`config.mk`:
```
export PLATFORM = sky130hd
export DESIGN_NAME = control_fecha_flat
export DESIGN_NICKNAME = d
export VERILOG_FILES = /design/src/rtl/fecha_pkg.sv /design/src/rtl/control_fecha_if.sv /design/src/rtl/control_fecha_gen_pulso_boton.sv /design/src/rtl/control_fecha.sv /design/src/flat_wrapper.sv
export SDC_FILE = /design/constraint.sdc
export NUM_CORES = 1
export LEC_CHECK = 0
export ABC_AREA = 1
export CAP_MARGIN = 20
export CORE_MARGIN = 8
export CORE_UTILIZATION = 45
export CTS_CLUSTER_SIZE = 25
export DETAILED_ROUTE_END_ITERATION = 10
export DONT_BUFFER_PORTS = 1
export GPL_ROUTABILITY_DRIVEN = 0
export PLACE_DENSITY = 0.68
export SKIP_CTS_REPAIR_TIMING = 1
export SLEW_MARGIN = 20
export SYNTH_ARGS = -nofsm -noshare
export SYNTH_HDL_FRONTEND = slang
export SYNTH_SLANG_ARGS = --single-unit
```
`constraint.sdc`:
```
create_clock -name reloj -period 4 [get_ports reloj]
set_clock_uncertainty 0.2 [all_clocks]
set_input_delay 0.4 -clock reloj [delete_from_list [all_inputs] [get_ports reloj]]
set_output_delay 0.4 -clock reloj [all_outputs]
set_load 0.01 [all_outputs]
```
`src/rtl/fecha_pkg.sv`:
```
// Shared definitions for the date-field sequencer: field select codes,
// button bit positions, state encoding and small decode helpers.
package fecha_pkg;

    localparam logic [3:0] SEL_DIA    = 4'd0;
    localparam logic [3:0] SEL_MES    = 4'd1;
    localparam logic [3:0] SEL_ANO    = 4'd2;
    localparam logic [3:0] SEL_EDIT   = 4'd4;
    localparam logic [3:0] SEL_REPOSO = 4'd6;

    localparam int BOT_IZQ = 0;
    localparam int BOT_ABA = 1;
    localparam int BOT_DER = 2;
    localparam int BOT_ARR = 3;

    typedef enum logic [2:0] {
        REPOSO = 3'd0,
        L_DIA  = 3'd1,
        L_MES  = 3'd2,
        L_ANO  = 3'd3,
        EDITAR = 3'd4,
        E_DIA  = 3'd5,
        E_MES  = 3'd6,
        E_ANO  = 3'd7
    } estado_t;

    function automatic int unsigned max_u(input int unsigned a, input int unsigned b);
        return (a > b) ? a : b;
    endfunction

    function automatic logic es_lectura(input estado_t s);
        return (s == L_DIA) || (s == L_MES) || (s == L_ANO);
    endfunction

    function automatic logic es_escritura(input estado_t s);
        return (s == E_DIA) || (s == E_MES) || (s == E_ANO);
    endfunction

    function automatic logic es_campo(input estado_t s);
        return es_lectura(s) || es_escritura(s);
    endfunction

    function automatic logic [3:0] sel_de_estado(input estado_t s);
        case (s)
            L_DIA, E_DIA: return SEL_DIA;
            L_MES, E_MES: return SEL_MES;
            L_ANO, E_ANO: return SEL_ANO;
            EDITAR:       return SEL_EDIT;
            default:      return SEL_REPOSO;
        endcase
    endfunction

    // Field that follows s in a read or write sweep; the last field returns to idle.
    function automatic estado_t sig_campo(input estado_t s);
        case (s)
            L_DIA:   return L_MES;
            L_MES:   return L_ANO;
            E_DIA:   return E_MES;
            E_MES:   return E_ANO;
            default: return REPOSO;
        endcase
    endfunction

endpackage

```
`src/rtl/control_fecha_if.sv`:
```
// Button, RTC handshake and bloque_fecha control signals of the date sequencer.
interface control_fecha_if;
    logic       btn_modo;
    logic       btn_arr;
    logic       btn_aba;
    logic       btn_izq;
    logic       btn_der;
    logic       tick_lectura;
    logic       rtc_ocupado;
    logic       rtc_listo;
    logic [3:0] Selec_Demux_DD;
    logic       READ;
    logic       enable_cont_16;
    logic       enable_cont_fecha;
    logic [3:0] IN_bot_fecha;
    logic       rtc_req;
    logic       rtc_wr;
    logic       modo_edicion;
    logic       error_rtc;

    modport master (
        output btn_modo, btn_arr, btn_aba, btn_izq, btn_der,
        output tick_lectura, rtc_ocupado, rtc_listo,
        input  Selec_Demux_DD, READ, enable_cont_16, enable_cont_fecha,
        input  IN_bot_fecha, rtc_req, rtc_wr, modo_edicion, error_rtc
    );

    modport slave (
        input  btn_modo, btn_arr, btn_aba, btn_izq, btn_der,
        input  tick_lectura, rtc_ocupado, rtc_listo,
        output Selec_Demux_DD, READ, enable_cont_16, enable_cont_fecha,
        output IN_bot_fecha, rtc_req, rtc_wr, modo_edicion, error_rtc
    );
endinterface

```
`src/rtl/control_fecha_gen_pulso_boton.sv`:
```
// Turns a debounced button level into single-cycle requests: one on the
// press, then (optionally) repeats while held. A button already held when
// the block becomes enabled stays silent until released and pressed again.
module gen_pulso_boton #(
    parameter bit          REPEAT_EN    = 1'b1,
    parameter int unsigned REPEAT_DELAY = 25_000_000,
    parameter int unsigned REPEAT_RATE  = 10_000_000,
    parameter int unsigned CNT_W        = 32
) (
    input  logic reloj,
    input  logic resetM,
    input  logic en,
    input  logic btn,
    output logic pulso
);

    localparam logic [CNT_W-1:0] DELAY_LIM = CNT_W'(REPEAT_DELAY - 1);
    localparam logic [CNT_W-1:0] RATE_LIM  = CNT_W'(REPEAT_RATE - 1);

    logic             btn_prev_r;
    logic             armado_r;
    logic             rep_first_r;
    logic [CNT_W-1:0] rep_cnt_r;
    logic             edge_s;
    logic             rep_s;
    logic [CNT_W-1:0] lim_s;

    assign edge_s = btn & ~btn_prev_r;
    assign lim_s  = rep_first_r ? RATE_LIM : DELAY_LIM;
    assign rep_s  = REPEAT_EN & en & btn & armado_r & ~edge_s & (rep_cnt_r == lim_s);

    // Request goes out only while enabled.
    always_comb begin
        pulso = 1'b0;
        if (en) begin
            pulso = edge_s | rep_s;
        end else begin
            pulso = 1'b0;
        end
    end

    // Edge history, arm flag and auto-repeat interval counter.
    always_ff @(posedge reloj) begin
        if (resetM) begin
            btn_prev_r  <= 1'b0;
            armado_r    <= 1'b0;
            rep_first_r <= 1'b0;
            rep_cnt_r   <= '0;
        end else begin
            btn_prev_r <= btn;
            armado_r   <= en & btn & (edge_s | armado_r);
            if (!en || !btn || edge_s || rep_s) begin
                rep_cnt_r <= '0;
            end else begin
                rep_cnt_r <= rep_cnt_r + CNT_W'(1);
            end
            if (!en || !btn || edge_s) begin
                rep_first_r <= 1'b0;
            end else if (rep_s) begin
                rep_first_r <= 1'b1;
            end else begin
                rep_first_r <= rep_first_r;
            end
        end
    end

endmodule

```
`src/rtl/control_fecha.sv`:
```
// Date sequencer in front of bloque_fecha: periodic RTC reads of day/month/
// year, interactive edit mode with button pulses, and RTC write-back on exit.
module control_fecha
    import fecha_pkg::*;
#(
    parameter int unsigned TIMEOUT_RTC  = 1000,
    parameter int unsigned REPEAT_DELAY = 25_000_000,
    parameter int unsigned REPEAT_RATE  = 10_000_000,
    parameter int unsigned EDIT_TIMEOUT = 500_000_000
) (
    input  logic            reloj,
    input  logic            resetM,
    control_fecha_if.slave  bus
);

    localparam int unsigned MAX_P = max_u(max_u(TIMEOUT_RTC, EDIT_TIMEOUT),
                                          max_u(REPEAT_DELAY, REPEAT_RATE));
    localparam int unsigned CNT_W = $clog2(MAX_P + 1);
    localparam logic [CNT_W-1:0] RTC_LIM  = CNT_W'(TIMEOUT_RTC - 1);
    localparam logic [CNT_W-1:0] EDIT_LIM = CNT_W'(EDIT_TIMEOUT - 1);

    estado_t          state_r;
    estado_t          state_next_s;
    logic             modo_prev_r;
    logic             pending_modo_r;
    logic [CNT_W-1:0] field_cnt_r;
    logic [CNT_W-1:0] edit_cnt_r;
    logic             modo_edge_s;
    logic             en_edit_s;
    logic             timeout_s;
    logic             act_s;
    logic             req_arr_s, req_aba_s, req_izq_s, req_der_s;
    logic [3:0]       bot_next_s;

    logic [3:0]       sel_r;
    logic             read_r, en16_r, enf_r, req_r, wr_r, modo_r, err_r;
    logic [3:0]       bot_r;

    assign modo_edge_s = bus.btn_modo & ~modo_prev_r;
    assign en_edit_s   = (state_r == EDITAR);
    assign act_s       = req_arr_s | req_aba_s | req_izq_s | req_der_s;

    gen_pulso_boton #(.REPEAT_EN(1'b1), .REPEAT_DELAY(REPEAT_DELAY),
                      .REPEAT_RATE(REPEAT_RATE), .CNT_W(CNT_W))
        u_arr (.reloj(reloj), .resetM(resetM), .en(en_edit_s), .btn(bus.btn_arr), .pulso(req_arr_s));
    gen_pulso_boton #(.REPEAT_EN(1'b1), .REPEAT_DELAY(REPEAT_DELAY),
                      .REPEAT_RATE(REPEAT_RATE), .CNT_W(CNT_W))
        u_aba (.reloj(reloj), .resetM(resetM), .en(en_edit_s), .btn(bus.btn_aba), .pulso(req_aba_s));
    gen_pulso_boton #(.REPEAT_EN(1'b0), .REPEAT_DELAY(REPEAT_DELAY),
                      .REPEAT_RATE(REPEAT_RATE), .CNT_W(CNT_W))
        u_izq (.reloj(reloj), .resetM(resetM), .en(en_edit_s), .btn(bus.btn_izq), .pulso(req_izq_s));
    gen_pulso_boton #(.REPEAT_EN(1'b0), .REPEAT_DELAY(REPEAT_DELAY),
                      .REPEAT_RATE(REPEAT_RATE), .CNT_W(CNT_W))
        u_der (.reloj(reloj), .resetM(resetM), .en(en_edit_s), .btn(bus.btn_der), .pulso(req_der_s));

    // Next-state selection; also flags an RTC field that ran out of time.
    always_comb begin
        state_next_s = state_r;
        timeout_s    = 1'b0;
        case (state_r)
            REPOSO: begin
                if (modo_edge_s || pending_modo_r) begin
                    state_next_s = EDITAR;
                end else if (bus.tick_lectura && !bus.rtc_ocupado) begin
                    state_next_s = L_DIA;
                end else begin
                    state_next_s = REPOSO;
                end
            end
            L_DIA, L_MES, L_ANO, E_DIA, E_MES, E_ANO: begin
                if (bus.rtc_listo) begin
                    state_next_s = sig_campo(state_r);
                end else if (field_cnt_r == RTC_LIM) begin
                    state_next_s = REPOSO;
                    timeout_s    = 1'b1;
                end else begin
                    state_next_s = state_r;
                end
            end
            EDITAR: begin
                if (modo_edge_s) begin
                    state_next_s = E_DIA;
                end else if (!act_s && (edit_cnt_r == EDIT_LIM)) begin
                    state_next_s = REPOSO;
                end else begin
                    state_next_s = EDITAR;
                end
            end
            default: begin
                state_next_s = REPOSO;
            end
        endcase
    end

    // Same-cycle button requests collapse to one pulse: arr > aba > izq > der.
    always_comb begin
        bot_next_s = 4'b0000;
        if (!en_edit_s) begin
            bot_next_s = 4'b0000;
        end else if (req_arr_s) begin
            bot_next_s[BOT_ARR] = 1'b1;
        end else if (req_aba_s) begin
            bot_next_s[BOT_ABA] = 1'b1;
        end else if (req_izq_s) begin
            bot_next_s[BOT_IZQ] = 1'b1;
        end else if (req_der_s) begin
            bot_next_s[BOT_DER] = 1'b1;
        end else begin
            bot_next_s = 4'b0000;
        end
    end

    // State register, edit-entry bookkeeping and the two watchdog counters.
    always_ff @(posedge reloj) begin
        if (resetM) begin
            state_r        <= REPOSO;
            modo_prev_r    <= 1'b0;
            pending_modo_r <= 1'b0;
            field_cnt_r    <= '0;
            edit_cnt_r     <= '0;
        end else begin
            state_r     <= state_next_s;
            modo_prev_r <= bus.btn_modo;
            if (state_next_s == EDITAR) begin
                pending_modo_r <= 1'b0;
            end else if (modo_edge_s && es_lectura(state_r)) begin
                pending_modo_r <= 1'b1;
            end else begin
                pending_modo_r <= pending_modo_r;
            end
            if ((state_next_s != state_r) || !es_campo(state_r)) begin
                field_cnt_r <= '0;
            end else begin
                field_cnt_r <= field_cnt_r + CNT_W'(1);
            end
            if ((state_r != EDITAR) || act_s) begin
                edit_cnt_r <= '0;
            end else begin
                edit_cnt_r <= edit_cnt_r + CNT_W'(1);
            end
        end
    end

    // Registered outputs decoded from the state being entered.
    always_ff @(posedge reloj) begin
        if (resetM) begin
            sel_r  <= SEL_REPOSO;
            read_r <= 1'b0;
            en16_r <= 1'b0;
            enf_r  <= 1'b0;
            bot_r  <= 4'b0000;
            req_r  <= 1'b0;
            wr_r   <= 1'b0;
            modo_r <= 1'b0;
            err_r  <= 1'b0;
        end else begin
            sel_r  <= sel_de_estado(state_next_s);
            read_r <= es_lectura(state_next_s);
            en16_r <= (state_next_s == EDITAR);
            enf_r  <= (state_next_s == EDITAR);
            bot_r  <= bot_next_s;
            req_r  <= es_campo(state_next_s);
            wr_r   <= es_escritura(state_next_s);
            modo_r <= (state_next_s == EDITAR);
            err_r  <= timeout_s;
        end
    end

    assign bus.Selec_Demux_DD    = sel_r;
    assign bus.READ              = read_r;
    assign bus.enable_cont_16    = en16_r;
    assign bus.enable_cont_fecha = enf_r;
    assign bus.IN_bot_fecha      = bot_r;
    assign bus.rtc_req           = req_r;
    assign bus.rtc_wr            = wr_r;
    assign bus.modo_edicion      = modo_r;
    assign bus.error_rtc         = err_r;

endmodule

```
`src/flat_wrapper.sv`:
```
// flat-port wrapper written by rule: the top's interface ports become plain ports
module control_fecha_flat import fecha_pkg::*;
#(
    parameter int unsigned TIMEOUT_RTC  = 1000,
    parameter int unsigned REPEAT_DELAY = 25_000_000,
    parameter int unsigned REPEAT_RATE  = 10_000_000,
    parameter int unsigned EDIT_TIMEOUT = 500_000_000
)
  (reloj, resetM, bus_btn_modo, bus_btn_arr, bus_btn_aba, bus_btn_izq, bus_btn_der, bus_tick_lectura, bus_rtc_ocupado, bus_rtc_listo, bus_Selec_Demux_DD, bus_READ, bus_enable_cont_16, bus_enable_cont_fecha, bus_IN_bot_fecha, bus_rtc_req, bus_rtc_wr, bus_modo_edicion, bus_error_rtc);
  control_fecha_if bus_i ();
  input  logic reloj;
  input  logic resetM;
  input wire logic [$bits(bus_i.btn_modo)-1:0] bus_btn_modo;
  input wire logic [$bits(bus_i.btn_arr)-1:0] bus_btn_arr;
  input wire logic [$bits(bus_i.btn_aba)-1:0] bus_btn_aba;
  input wire logic [$bits(bus_i.btn_izq)-1:0] bus_btn_izq;
  input wire logic [$bits(bus_i.btn_der)-1:0] bus_btn_der;
  input wire logic [$bits(bus_i.tick_lectura)-1:0] bus_tick_lectura;
  input wire logic [$bits(bus_i.rtc_ocupado)-1:0] bus_rtc_ocupado;
  input wire logic [$bits(bus_i.rtc_listo)-1:0] bus_rtc_listo;
  output wire logic [$bits(bus_i.Selec_Demux_DD)-1:0] bus_Selec_Demux_DD;
  output wire logic [$bits(bus_i.READ)-1:0] bus_READ;
  output wire logic [$bits(bus_i.enable_cont_16)-1:0] bus_enable_cont_16;
  output wire logic [$bits(bus_i.enable_cont_fecha)-1:0] bus_enable_cont_fecha;
  output wire logic [$bits(bus_i.IN_bot_fecha)-1:0] bus_IN_bot_fecha;
  output wire logic [$bits(bus_i.rtc_req)-1:0] bus_rtc_req;
  output wire logic [$bits(bus_i.rtc_wr)-1:0] bus_rtc_wr;
  output wire logic [$bits(bus_i.modo_edicion)-1:0] bus_modo_edicion;
  output wire logic [$bits(bus_i.error_rtc)-1:0] bus_error_rtc;
  assign bus_i.btn_modo = bus_btn_modo;
  assign bus_i.btn_arr = bus_btn_arr;
  assign bus_i.btn_aba = bus_btn_aba;
  assign bus_i.btn_izq = bus_btn_izq;
  assign bus_i.btn_der = bus_btn_der;
  assign bus_i.tick_lectura = bus_tick_lectura;
  assign bus_i.rtc_ocupado = bus_rtc_ocupado;
  assign bus_i.rtc_listo = bus_rtc_listo;
  assign bus_Selec_Demux_DD = bus_i.Selec_Demux_DD;
  assign bus_READ = bus_i.READ;
  assign bus_enable_cont_16 = bus_i.enable_cont_16;
  assign bus_enable_cont_fecha = bus_i.enable_cont_fecha;
  assign bus_IN_bot_fecha = bus_i.IN_bot_fecha;
  assign bus_rtc_req = bus_i.rtc_req;
  assign bus_rtc_wr = bus_i.rtc_wr;
  assign bus_modo_edicion = bus_i.modo_edicion;
  assign bus_error_rtc = bus_i.error_rtc;
  control_fecha #(.TIMEOUT_RTC(TIMEOUT_RTC), .REPEAT_DELAY(REPEAT_DELAY), .REPEAT_RATE(REPEAT_RATE), .EDIT_TIMEOUT(EDIT_TIMEOUT)) u_core (.reloj(reloj), .resetM(resetM), .bus(bus_i));
endmodule
```
* After elaboration in Yosys (flattened, before gate mapping)
Cells that the tools add are included. W data, S select, Z words.
Storage, ports and cells: register bits 142, bits of input ports 10, output and inout port bits 15
Cells by class: add/sub/neg operators 4, eq/ne operators 20, mux-type cells 22, bitwise gates (word level) 31, reduce and logical (&&, ||, !) cells 45
Operators by type and width (number):
- $add A29 B1 Y29 const B | 4
- $eq A29 B25 Y1 | 2
- $mux W25 | 2
- $eq A29 B10 Y1 const B | 1
- $eq A29 B29 Y1 const B | 1
- $eq A3 B3 Y1 const B | 8
- $pmux W3 S4 | 2
- $reduce_or A2 Y1 | 11
- $logic_or A1 B1 Y1 | 19
- $and A1 B1 Y1 | 15
- $mux W3 | 5
- $eq A3 B2 Y1 const B | 4
- $mux W1 | 10
- $not A1 Y1 | 9
- $pmux W3 S3 | 1
- $or A1 B1 Y1 | 7
- $eq A3 B1 Y1 const B | 2
- $logic_not A1 Y1 | 6
- $reduce_or A3 Y1 | 2
- $reduce_or A6 Y1 | 1
- $reduce_or A5 Y1 | 1
- $mux W2 | 2
- $reduce_or A4 Y1 | 1
- $logic_and A1 B1 Y1 | 3
- 3 further kinds | 3

* Depth between registers and ports, before layout
Gate-level depths: netlist of the first run.
depth in word-level cells 19, mapped depth 19, depth with buffers taken out 17

* By module
From an unflattened synthesis of the first run, not the netlist that was laid out.
Second synthesis, totals: cells, all modules 1209, area, all modules 7682.4 µm²
Modules (own cells, without submodules):
- control_fecha | instances 1, cells an instance 578, area an instance 3868.7 µm², seq. area each 1501.4 µm²
- gen_pulso_boton at u_core.u_aba | instances 1, cells an instance 314, area an instance 1871.8 µm², seq. area each 640.6 µm²
- gen_pulso_boton at u_core.u_arr | instances 1, cells an instance 307, area an instance 1866.8 µm², seq. area each 640.6 µm²
- gen_pulso_boton at u_core.u_der ... | instances 2, cells an instance 5, area an instance 37.5 µm², seq. area each 20.0 µm²

* Worst setup path after synthesis of the first run
OpenSTA, ideal clock, no wires.
path type register to register, start point register u_core.state_r[0], end point register u_core.read_r (netlist: u_core.bus.READ), library setup time 0.117 ns, arrival time 2.009 ns, slack 1.673 ns, cell stages (with the launch flop) 16, path buffers 0, cells stage by stage dfxtp_1 inv_1 ha_1 nand2_2 inv_2 nor2_1 inv_2 nor3_1 nand2_1 a2bb2oi_1 nand2_1 inv_1 ha_1 nor3_1 or2_2 a21oi_1
Between the ends: elaborated cells on any way between the ends 39, classes of those cells 10 x eq/ne; 10 x mux; 13 x bitwise; 6 x reduce/logical
RTL lines:
- from (decl) | line control_fecha.sv:22 | estado_t state_r;
- from (signal assigned) | line control_fecha.sv:122 | state_r <= state_next_s;
- $eq A3 B3 Y1 (tied with other cells) | line fecha_pkg.sv:55, control_fecha.sv:60
- $pmux W3 S4 | line fecha_pkg.sv:55 | case (s)
- $mux W3 | line control_fecha.sv:71 | if (bus.rtc_listo) begin
- $pmux W3 S3 * | line control_fecha.sv:60 | case (state_r)
- via u_core.state_next_s[0] | line control_fecha.sv:23 | estado_t state_next_s;
- $eq A3 B1 Y1 or $eq A3 B2 Y1 (tied branches) | line fecha_pkg.sv:32 | return (s == L_DIA) || (s == L_MES) || (s == L_ANO);
- $logic_or A1 B1 Y1 | line fecha_pkg.sv:32
- $logic_or A1 B1 Y1 * | line fecha_pkg.sv:32
- to (signal assigned) | line control_fecha.sv:158 | read_r <= es_lectura(state_next_s);
- to (decl) | line control_fecha.sv:36 | logic read_r, en16_r, enf_r, req_r, wr_r, modo_r, err_r;
The timed path passes the listed nets; every way through them passes the cells marked *. A chain may end at the register's enable or synchronous reset.

* Final worst setup path of the first run
start point register u_core.state_r[0], end point register u_core.field_cnt_r[9]
Between the ends: elaborated cells on any way between the ends 43, classes of those cells 8 x eq/ne; 10 x mux; 13 x bitwise; 12 x reduce/logical
RTL lines:
- $eq A3 B3 Y1 (tied with other cells) | line fecha_pkg.sv:55, control_fecha.sv:60
- $pmux W3 S4 | line fecha_pkg.sv:55
- $mux W3 | line control_fecha.sv:71
- $pmux W3 S3 * | line control_fecha.sv:60
- via u_core.state_next_s[0] | line control_fecha.sv:23
- $ne A3 B3 Y1 * | line control_fecha.sv:131 | if ((state_next_s != state_r) || !es_campo(state_r)) begin
- $logic_or A1 B1 Y1 * | line control_fecha.sv:131
- $reduce_or A2 Y1 (no source line) *
- to (signal assigned) | line control_fecha.sv:134 | field_cnt_r <= field_cnt_r + CNT_W'(1);
- to (decl) | line control_fecha.sv:26 | logic [CNT_W-1:0] field_cnt_r;
Marks and branches as above.

==> out/metrics.cfg, run 1 <==
[global_route]
grt_overflow = 0
use_met2_pct = 23.4
met3_usage_pct = 4.66
grt_pass1_vias = 5306
use_met1_pct = 18.1
grt.busiest_layer = met2
grt_pass1_wl_um = 24000
antenna_found_initial = 2
grt_max_degree = 30
grt_usage_pct = 14.6

[floorplanning]
core_um2 = 15200
io_pins = 25
die_area_um2 = 19800
die_w_um = 141
num_rows = 45
die_height_um = 141
floorplan.initialDensity_pct = 46.0

[worst_setup_path]
cp.required_ns = 4.07
crit_type = register to register
end_kind = register
start_kind = register
r2r_start = u_core.state_r[0]$_SDFF_PP0_
crit_start = u_core.state_r[0]$_SDFF_PP0_
worstPathMaxFanout = 29
critPathArrivalTime_ns = 3.02

[detailed_routing]
via_count = 5728
routed_via_density = 4.90
drc = 0
firstDrtPassIters = 5
drtIter0Drc = 321
wl_um = 14100
ant_nets = 0
wire_per_inst_um = 12.0

[logic_synthesis]
synth_area_um2 = 7000
synth_warnings = 0
ys_ff_latch = 141
synthesis.instances = 960
synth_nets = 986
synth_edf_count = 0
synthXorXnorAreaFrac_pct = 6.88
synth_flop_cell = dfxtp_1
async_flop_share_pct = 0
synthSimpleGateAreaFrac_pct = 34.7
synth-compound-area-share_pct = 5.70
synth_top_family_by_area = simple AND/OR/NAND/NOR gates
synthMuxAreaShare_pct = 0
synth_fa_ha_area_share_pct = 2.86
syn_avg_cell_area_um2 = 7.29
yosysSeqAreaShare_pct = 40.3
ys_types = 46

[clocking]
tritoncts = built
clock-sinks = 141
cts-root-buf = clkbuf_16
htreeDepth = 4
cts.path.max_buffers = 2
clk_pin_slew_ns = 0.06
clk_latency_ns = 0.42
numCtsBuffers = 17

[pwr]
ir_drop_uv = 295
p_total_mw = 3.06
power_density_nw_per_um2 = 394
p_leak_nw = 2.83

[sta]
slew_headroom_pct = 35.4
finalCriticalPeriod_ns = 2.95
setup_viol = 0
rsz0062_at_grt = false
post-route-period-util_pct = 73.6
fin_setup_tns_ns = 0
slew_violations = 0
hold_violations = 0
worst_slew_pin_slew_ns = 0.967
fmax_ghz = 0.340

[layout]
nets = 995
diodes = 0
area_delta_synth_final_pct = 10.7
fillers = 1500
final_util_pct = 51.0
layout-drive-gt1-share_pct = 9.17

[hold_path]
min_path_type = primary input to register
min_from = resetM

[status]
status = finished, final reports clean

[job]
max-cap-violations = 0

[placed_design]
dp_hpwl_um = 10100
port_buffers = 0

==> routing by layer <==
layer	vias up	wire length [um]
met1	2604	6920
met4	4	187
met5	-	23
li1	3043	-
met2	58	6370
met3	19	562
==> layout make-up <==
class	instances	area, um2	area share (%)
clock buffer	19	433	5.59
clock inverter	12	124	1.60
inverter	149	559	7.22
multi-input combinational	653	3510	45.3
sequential	141	2820	36.4
tap	188	235	3.04
timing repair buffer	7	65.1	0.840
==> placed cells by master (no fill, tap or decap), types with 4 or more instances in the layout <==
cell,count
nor2_1,166
nand2_1,155
inv_1,143
dfxtp_1,141
nand3_1,48
nor3_1,40
xor2_1,38
a21oi_1,37
nand4_1,25
xnor2_1,17
clkbuf_16,17
ha_1,16
nor2_2,14
o21ai_0,12
nor2_4,12
nand2_2,8
nor3b_1,8
nor4_1,7
nand3_2,6
inv_2,6
o21a_1,6
nor3_2,5
a31oi_1,5
clkinv_2,5
dlygate4sd3_1,5
or2_2,4
clkinvlp_4,4
==> worst max-delay path, stage by stage, from the launching register on <==
cell and delay, ns:
dfxtp_1 0.37, inv_1 0.13, ha_1 0.26, nand2_2 0.12
inv_2 0.08, nor2_1 0.12, inv_2 0.05, nor3_1 0.19
nand2_1 0.08, a2bb2oi_1 0.15, nand2_1 0.15, nand2_1 0.07
nand2_1 0.06, nor2_1 0.05, nand2_2 0.64, nor2_1 0.08
==> power by group <==
part | switching [mW] | total (mW) | internal [mW]
Combinational | 0.0811 | 0.118 | 0.0369
Clock | 0.588 | 1.49 | 0.907
Sequential | 0.0203 | 1.44 | 1.42
Total | 0.689 | 3.06 | 2.37
==> state kept, by name, indices dropped and copies added (netlist names) <==
signal and cells:
u_core.edit_cnt_r 29, u_core.field_cnt_r 29, u_core.u_aba.rep_cnt_r 29, u_core.u_arr.rep_cnt_r 29, u_core.bus.IN_bot_fecha 4, u_core.bus.Selec_Demux_DD 3
u_core.state_r 3, u_core.bus.READ 1, u_core.bus.error_rtc 1, u_core.bus.modo_edicion 1, u_core.bus.rtc_req 1, u_core.bus.rtc_wr 1
u_core.modo_prev_r 1, u_core.pending_modo_r 1, u_core.u_aba.armado_r 1, u_core.u_aba.btn_prev_r 1, u_core.u_aba.rep_first_r 1, u_core.u_arr.armado_r 1
u_core.u_arr.btn_prev_r 1, u_core.u_arr.rep_first_r 1, u_core.u_der.btn_prev_r 1, u_core.u_izq.btn_prev_r 1
==> through the flow <==
step / setup slack (ns) / cell area [um2] / hold slack (ns) / std cells
CTS: 1.02 / 7700 / -0.170 / 1164
detailed placement: 1.03 / 7140 / 0.237 / 1133
floorplan: 1.67 / 7000 / 0.213 / 960
finish: 1.05 / 7750 / 0.0207 / 1169
global route: 0.753 / 7750 / 0.00232 / 1169
global placement: 1.12 / 7140 / 0.225 / 1133
==> cells by family after synthesis <==
logic type	after synthesis
AND/OR/NAND/NOR	511
flip-flops	141
other	1
buffers and inverters	166
XOR/XNOR	55
AO/OA/AOI/OAI	70
adder cells (fa/ha/maj)	16
==> final timing paths <==
path	endpoint	slack, ns	cells after the start
setup / recovery	u_core.field_cnt_r[9]$_SDFF_PP0_	1.05	15
hold / removal	u_core.bus.IN_bot_fecha[1]$_SDFF_PP0_	0.02	3
setup reg to reg	u_core.field_cnt_r[9]$_SDFF_PP0_	1.05	15
hold reg to reg	u_core.u_aba.rep_cnt_r[0]$_SDFF_PP0_	0.25	1
==> synth_stat cells, drive strengths merged (8+ instances only) <==
cell	instances	area share, %
a21oi	37	2.6
buf	11	1.2
dfxtp	141	40
ha	16	2.9
inv	149	8.0
nand2	163	9.0
nand3	54	4.3
nand4	28	2.8
nor2	192	12
nor3	46	3.8
nor3b	8	0.86
o21ai	13	0.93
xnor2	17	2.1
xor2	38	4.8
(Power assumes the default switching activity.)
==> run 2: changes to the inputs <==
--- a/config.mk
+++ b/config.mk
@@ -13,7 +13,7 @@
 export DETAILED_ROUTE_END_ITERATION = 10
 export DONT_BUFFER_PORTS = 1
 export GPL_ROUTABILITY_DRIVEN = 0
-export PLACE_DENSITY = 0.68
+export PLACE_DENSITY = 0.7
 export SKIP_CTS_REPAIR_TIMING = 1
 export SLEW_MARGIN = 20
 export SYNTH_ARGS = -nofsm -noshare
==> constraint.sdc (replaced) <==
create_clock -name reloj -period 2.6 [get_ports reloj]
set_clock_uncertainty 0.2 [all_clocks]
set_input_delay 0.26 -clock reloj [delete_from_list [all_inputs] [get_ports reloj]]
set_output_delay 0.26 -clock reloj [all_outputs]
set_load 0.01 [all_outputs]
==> run 2 against run 1 <==
The run now ends with hold timing left; core utilization is 0.93 points higher; critical path depth is 1 higher; first-iteration DRC count is 17% lower; global-route usage is 0.096 points lower; routed wire length is 2.7% lower; sequential power is 54% higher.
==> out/metrics.cfg, run 2 (synthesis results as in run 1) <==
[worst_setup_path]
worstPathMaxFanout = 14
cp.required_ns = 2.76
end_kind = register
start_kind = register
r2r_end = u_core.field_cnt_r[18]$_SDFF_PP0_
worstRegToRegCells = 16
cp_num_buf_inv = 1
r2r_start = u_core.u_aba.rep_cnt_r[0]$_SDFF_PP0_
rrSetupSlack_ns = 0.20
critical-path-top-delay-family = simple AND/OR/NAND/NOR gates
slowest_delay_ns = 0.35
crit_type = register to register
critPathSlowestCell = dfxtp_1
critPathArrivalTime_ns = 2.55
crit_chain = ha_1, nand3_2, nor2_4, nand2_1, nor2_1, nand2_1, nand2_1, nand2_2, nand4_1, nand2_1, nand2_2, nand2_2, nand2_2, nand2_2, clkbuf_16, nor2_1
crit_top_cell = nand2_2

[hold_path]
hold_path_depth = 4
min_from = bus_btn_arr
min_path_type = primary input to register
hold_path_end = u_core.bus.IN_bot_fecha[3]$_SDFF_PP0_

[layout]
fillers = 1459
seqCellArea_um2 = 2820
final_common_cell = nor2_1
final_cell_mix = 163 x nor2_1, 155 x nand2_1, 141 x inv_1, 141 x dfxtp_1, 47 x nand3_1
area_delta_synth_final_pct = 12.8
nets = 1007
layout-drive-gt1-share_pct = 11.0
diodes = 0
final_util_pct = 51.9
multiInputGateArea_um2 = 3560

[clocking]
numCtsBuffers = 17
htreeDepth = 4
tritoncts = built
cts-root-buf = clkbuf_16
cts.path.max_buffers = 2
clk_latency_ns = 0.42
clock-sinks = 141
clk_pin_slew_ns = 0.06

[floorplanning]
floorplan.initialDensity_pct = 46.0
core_um2 = 15200
die_w_um = 141
die_height_um = 141
die_area_um2 = 19800
num_rows = 45
io_pins = 25

[pwr]
p_leak_nw = 2.90
ir_drop_uv = 552
pwr-share-seq_pct = 48.2
power_density_nw_per_um2 = 584
internal_power_mw = 3.58
swShare_pct = 22.3
p_clk_share_pct = 47.4
comb_power_share_pct = 4.4
p_switching_mw = 1.03

[detailed_routing]
ant_nets = 0
firstDrtPassIters = 5
routed_via_density = 4.84
drc = 0
drtIter0Drc = 266
wl_um = 13700
via_count = 5717
wire_per_inst_um = 11.6

[sta]
worst_slew_pin_slew_ns = 0.764
slew_violations = 0
slew_headroom_pct = 48.9
finalCriticalPeriod_ns = 2.40
post-route-period-util_pct = 92.2
hold_violations = 1
holdWs_ns = -0.0342
setup_viol = 0
fin_setup_tns_ns = 0
rsz0062_at_grt = false
fmax_ghz = 0.417

[global_route]
antenna_found_initial = 1
grt_overflow = 0
grt_pass1_wl_um = 23900
grt_pass1_vias = 5375
grt_max_degree = 30
grt_usage_pct = 14.5

[placed_design]
dp_hpwl_um = 9920
port_buffers = 0

[job]
max-cap-violations = 0

[status]
violations = hold timing
status = finished with violations

[run 2: metrics by stage]
step | worst slack (ns) | instances | area, um2 | power (mW)
floorplan | 0.273 | 960 | 7000 | 2.41
detailed placement | 0.159 | 1143 | 7230 | 2.45
CTS | 0.133 | 1173 | 7750 | 4.64
finish | 0.204 | 1180 | 7890 | 4.61
global placement | 0.227 | 1143 | 7230 | 2.45
global route | 0.00968 | 1180 | 7890 | 4.78
[run 2: cell type report]
cell class,count,share of cell area [%]
Clock buffer,22,5.76
Sequential cell,141,35.8
Clock inverter,8,0.888
Tap cell,188,2.98
Multi-Input combinational cell,653,45.1
Inverter,149,7.09
Timing Repair Buffer,19,2.38
[run 2: worst min-delay path: stages]
cell and delay, ns:
nand2_1 0.04, nand2_1 0.05, nand2_1 0.13, nor2_1 0.05
[run 2: power by group through the flow]
| stage | clock network, mW | logic (mW) | registers [mW] |
|---|---|---|---|
| CTS | 2.24 | 0.185 | 2.22 |
| floorplan | 0 | 0.157 | 2.25 |
| detailed placement | 0 | 0.184 | 2.27 |
| global placement | 0 | 0.182 | 2.27 |
| global route | 2.33 | 0.229 | 2.22 |
| finish | 2.18 | 0.203 | 2.22 |
[run 2: worst max-delay path by stage]
stage | startpoint | end | slack [ns] | cells past startpoint
floorplan | u_core.state_r[0]$_SDFF_PP0_ | u_core.bus.READ$_SDFF_PP0_ | 0.27 | 15
finish | u_core.u_aba.rep_cnt_r[0]$_SDFF_PP0_ | u_core.field_cnt_r[18]$_SDFF_PP0_ | 0.20 | 16
detailed placement | u_core.state_r[0]$_SDFF_PP0_ | u_core.bus.READ$_SDFF_PP0_ | 0.16 | 15
global placement | u_core.edit_cnt_r[0]$_SDFF_PP0_ | u_core.field_cnt_r[16]$_SDFF_PP0_ | 0.23 | 15
global route | u_core.edit_cnt_r[0]$_SDFF_PP0_ | u_core.field_cnt_r[18]$_SDFF_PP0_ | 0.01 | 15
CTS | u_core.state_r[0]$_SDFF_PP0_ | u_core.bus.READ$_SDFF_PP0_ | 0.13 | 15
[run 2: routing by layer]
layer / wire length [um] / track usage [%]
met5: 13 / 0
met3: 495 / 4.42
met2: 6280 / 23.8
met1: 6730 / 18.0
met4: 161 / 4.41
